`config.mk`:
```
export PLATFORM = sky130hd
export DESIGN_NAME = restoring_divider_8bit
export DESIGN_NICKNAME = d
export VERILOG_FILES = /design/src/rtl/restoring_divider_8bit.sv
export SDC_FILE = /design/constraint.sdc
export NUM_CORES = 1
export LEC_CHECK = 0
export CAP_MARGIN = 25
export CORE_UTILIZATION = 45
export DETAILED_ROUTE_END_ITERATION = 10
export PLACE_DENSITY_LB_ADDON = 0.3
export SYNTH_ARGS = -nofsm -noshare
export SYNTH_HDL_FRONTEND = slang
export SYNTH_SLANG_ARGS = --single-unit
```
`constraint.sdc`:
```
create_clock -name clk -period 5.7 [get_ports clk]
set_input_delay 1.425 -clock clk [delete_from_list [all_inputs] [get_ports clk]]
set_output_delay 1.425 -clock clk [all_outputs]
set_load 0.02 [all_outputs]
```
`src/rtl/restoring_divider_8bit.sv`:
```
// restoring_divider_8bit
//   Sequential unsigned restoring divider. It resolves one quotient bit per
//   clock through a trial subtraction, so a full result takes WIDTH
//   iterations. A start/done handshake lets one divider be shared between
//   several requesters.
//
// Ports
//   clk          rising-edge clock
//   rst          asynchronous, active-high reset
//   start        request a division (sampled on clk rising edge)
//   dividend     unsigned dividend, sampled with start
//   divisor      unsigned divisor, sampled with start
//   busy         high while an iteration sequence is running
//   done         one-cycle pulse when quotient/remainder/div_by_zero update
//   quotient     registered quotient, held until the next completion
//   remainder    registered remainder, held until the next completion
//   div_by_zero  registered flag for the last completed operation
module restoring_divider_8bit #(
  parameter int WIDTH = 8
) (
  input  logic             clk,
  input  logic             rst,
  input  logic             start,
  input  logic [WIDTH-1:0] dividend,
  input  logic [WIDTH-1:0] divisor,
  output logic             busy,
  output logic             done,
  output logic [WIDTH-1:0] quotient,
  output logic [WIDTH-1:0] remainder,
  output logic             div_by_zero
);

  localparam int CW = $clog2(WIDTH);
  localparam logic [CW-1:0] CNT_LAST = CW'(WIDTH - 1);

  typedef enum logic {IDLE, CALC} state_t;

  state_t           state;
  logic [CW-1:0]    cnt;
  logic [WIDTH-1:0] q_reg;
  logic [WIDTH-1:0] d_reg;
  logic [WIDTH:0]   r_reg;

  logic [WIDTH:0]   s_next;
  logic [WIDTH:0]   t_next;
  logic [WIDTH:0]   r_next;
  logic [WIDTH-1:0] q_next;
  logic             qbit;
  logic             accept;

  // S - {0,D} as S + ~{0,D} + 1; bit WIDTH set means the trial went negative.
  function automatic logic [WIDTH:0] trial_sub(input logic [WIDTH:0]   s,
                                               input logic [WIDTH-1:0] d);
    return s + {1'b1, ~d} + {{WIDTH{1'b0}}, 1'b1};
  endfunction

  assign accept = (state == IDLE) && start && (divisor != '0);

  // One restoring iteration: shift in next dividend bit, try to subtract.
  always_comb begin
    s_next = {r_reg[WIDTH-1:0], q_reg[WIDTH-1]};
    t_next = trial_sub(s_next, d_reg);
    qbit   = ~t_next[WIDTH];
    r_next = qbit ? t_next : s_next;
    q_next = {q_reg[WIDTH-2:0], qbit};
  end

  // Working registers: only meaningful while in CALC, so no reset needed.
  always_ff @(posedge clk) begin
    if (accept) begin
      q_reg <= dividend;
      d_reg <= divisor;
      r_reg <= '0;
    end else if (state == CALC) begin
      q_reg <= q_next;
      r_reg <= r_next;
    end
  end

  // Control FSM and registered results.
  always_ff @(posedge clk or posedge rst) begin
    if (rst) begin
      state       <= IDLE;
      cnt         <= '0;
      busy        <= 1'b0;
      done        <= 1'b0;
      quotient    <= '0;
      remainder   <= '0;
      div_by_zero <= 1'b0;
    end else begin
      done <= 1'b0;
      case (state)
        IDLE: begin
          if (start) begin
            if (divisor != '0) begin
              state <= CALC;
              cnt   <= CNT_LAST;
              busy  <= 1'b1;
            end else begin
              // Divide by zero completes immediately with a saturated quotient.
              quotient    <= '1;
              remainder   <= dividend;
              div_by_zero <= 1'b1;
              done        <= 1'b1;
            end
          end
        end
        CALC: begin
          if (cnt == '0) begin
            quotient    <= q_next;
            remainder   <= r_next[WIDTH-1:0];
            div_by_zero <= 1'b0;
            done        <= 1'b1;
            busy        <= 1'b0;
            state       <= IDLE;
          end else begin
            cnt <= cnt - 1'b1;
          end
        end
        default: state <= IDLE;
      endcase
    end
  end

endmodule
```
==> impl_metrics.yaml <==
outcome:
  status: "finished, final reports clean"
timing:
  period_share: 0.545
  finalHoldViolCount: 0
  rsz0062_at_grt: "false"
  max_slew_margin: 0.342
  worst_slack_ps: 2590
  setup_violations: 0
  final.min_clock_period_ps: 3110
  worst_slew_pin_slew_ps: 982
  max_freq_mhz: 322
  clock_skew_ps: 10.4
  drv_slew: 0
  final.setup.tns_ps: 0
detailed_routing:
  post_drt_wl_per_cell_um: 16.2
  drt_wl_total_um: 5960
  dr.first_iter.drc_count: 174
  dr.pass1.iters: 4
  ant_nets: 0
  vias_per_cell: 5.77
  drc: 0
  vias: 2130
logic_synthesis:
  syn_inst: 267
  ys_async_sr_fraction: 0.489
  synth_top_area_cell: "dfrtp_1"
  syn-cell-area_um2: 2670
  synth-main-ff-cell: "dfrtp_1"
  synth-edff-count: 16
  syn_area_per_cell_um2: 9.98
  netlist-cell-type-count: 59
  syn-num-nets: 297
  synth_area_leaders: "dfrtp_1, edfxtp_1, dfxtp_1, ha_1, nand2_1"
  synth-seq-cells: 47
  yosysTopAreaCellShare: 0.216
  yosysSeqAreaShare: 0.456
  yosysWarnings: 0
clock_tree:
  worstSkewPairLatency_ps: 310
  post-cts-setup-buffers: 0
  cts_root_buf: "clkbuf_8"
  cts_htree_levels: 2
  clockBufferDepth: 2
  cts_resized: 0
  clk_pin_slew_ps: 100
  hold_buffers: 0
  tritoncts: "yes"
  cts_sinks: 47
  numCtsBuffers: 5
floorplanning:
  die-area_um2: 6230
  coreArea_um2: 5610
  core.rowCount: 27
  start_util: 0.475
  die_w_um: 79.0
  ioPinCount: 38
  die_h_um: 79.0
worst_setup_path:
  r2r-end: "remainder[7]"
  cpLargestDelayFamily: "simple AND/OR/NAND/NOR gates"
  r2r_cells: 4
  crit_path_top_delay_cell: "nand3_1"
  timing.rr.start: "state"
  arrival_ps: 3270
  crit_chain: "clkdlybuf4s50_1 > nor4_2 > nand3_1 > and3_1 > a21oi_1 > o211ai_1"
  crit_buf_inv: 1
  worstSetupEndpointType: "flip-flop"
  r2r_slack_ps: 3050
  criticalPathCategory: "in -> reg"
  critPathMaxFanout: 11
  cp.required_ps: 5860
  critPathMaxStageDelay_ps: 440
  start_kind: "input pin"
placement:
  placed_cells: 361
  portBuffers: 37
  pre_cts_slack_ps: 2270
  dp.final_hpwl_um: 4280
  gp_congestion: 0.857
final_layout:
  layout-drive-gt1-share: 0.125
  n_antenna_cell: 0
  syn2layout_area_growth_pct: 17.3
  mostFrequentLayoutCells: "clkdlybuf4s50_1, nand2_1, inv_1"
  final_common_cell: "clkdlybuf4s50_1"
  nets: 326
  fin_cells: 369
power:
  cellPowerDensity_nw_per_um2: 611
  max-vdd-ir-drop_mv: 0.291
  power.total_mw: 1.91
  p_leak_nw: 1.30
min_path:
  whs_endpoint: "div_by_zero"
  hold_path.class: "reg -> reg"
  hp-start: "div_by_zero"
  min_path_cells: 2
global_routing:
  antenna_found_initial: 0
  grt_max_degree: 24
  globalRoute.totalOverflow: 0
  track_usage: 0.208
  grt_pass1_wl_um: 9960
  grt_pass1_vias: 2003
run:
  max_cap_viol_count: 0
final cells by class:
| type | count | area, um2 |
|---|---|---|
| inverter | 25 | 93.8 |
| clock inverter | 3 | 22.5 |
| multi-input combinational | 180 | 1260 |
| clock buffer | 5 | 68.8 |
| fill | 504 | 2480 |
| sequential | 47 | 1220 |
| timing repair buffer | 37 | 370 |
| tap | 72 | 90.1 |
per-stage QoR:
step                      instance area [um2]  hold slack, ps  utilization
after floorplan                          2670             473            -
after global placement                   3030             460        0.541
after detailed placement                 3030             468        0.541
after CTS                                3130             491        0.557
after global routing                     3130             529        0.557
final                                    3130             495        0.557
worst max path at each step:
stage	startpoint	end	slack, ps	cells past startpoint
3_5_place_dp	divisor[5]	remainder[6]	2270	6
3_3_place_gp	divisor[5]	remainder[3]	2340	6
5_1_grt	divisor[5]	remainder[0]	2480	6
2_1_floorplan	divisor[1]	q_reg[0]	3050	5
4_1_cts	divisor[5]	remainder[6]	2600	6
6_report	divisor[5]	remainder[6]	2590	6
synth_stat cells (2+ instances only):
library cell and count:
o211ai_1 7, and3_1 9, nor3_1 4, buf_6 3, o221ai_1 2, o31ai_1 4, nor2_1 14, o211ai_2 5
ha_1 10, nand2_2 2, edfxtp_1 16, dfrtp_1 23, nand4_1 9, nand3_1 12, o311ai_2 2, buf_2 7
a21oi_2 2, xnor2_1 2, o21ai_1 6, o2111a_1 2, nor2b_1 3, dfxtp_1 8, nor3_2 2, a41oi_1 2
inv_1 24, a21oi_1 12, clkbuf_1 3, nand2_1 26, a31oi_1 7, nor4_2 2, o21ai_0 9
tightest hold or removal path, delay by kind of cell (launching register included):
family        cells  cell delay, ps
flops             1             360
simple gates      2             110
power by group:
part	switching (mW)	internal [mW]	total (mW)
registers	0.111	0.513	0.624
logic	0.622	0.452	1.07
clock network	0.123	0.0881	0.211
metal layers:
metal / share of wire / GRT usage / wire [um] / up-vias
met3: 0.054 / 0.0333 / 325 / 4
met4: 0.0067 / 0.0527 / 40 / 0
li1: - / - / - / 1025
met1: 0.49 / 0.311 / 2900 / 1024
met2: 0.45 / 0.312 / 2690 / 77
met5: 0 / 0 / 0 / -
kinds of logic after synthesis:
| family | share of synthesized area |
|---|---|
| simple gates | 0.184 |
| compound gates | 0.213 |
| flops | 0.456 |
| buf+inv | 0.0695 |
| fa+ha+maj | 0.0545 |
| xor+xnor | 0.00986 |
| mux | 0.0136 |
Power figures use the tool's default switching activity.
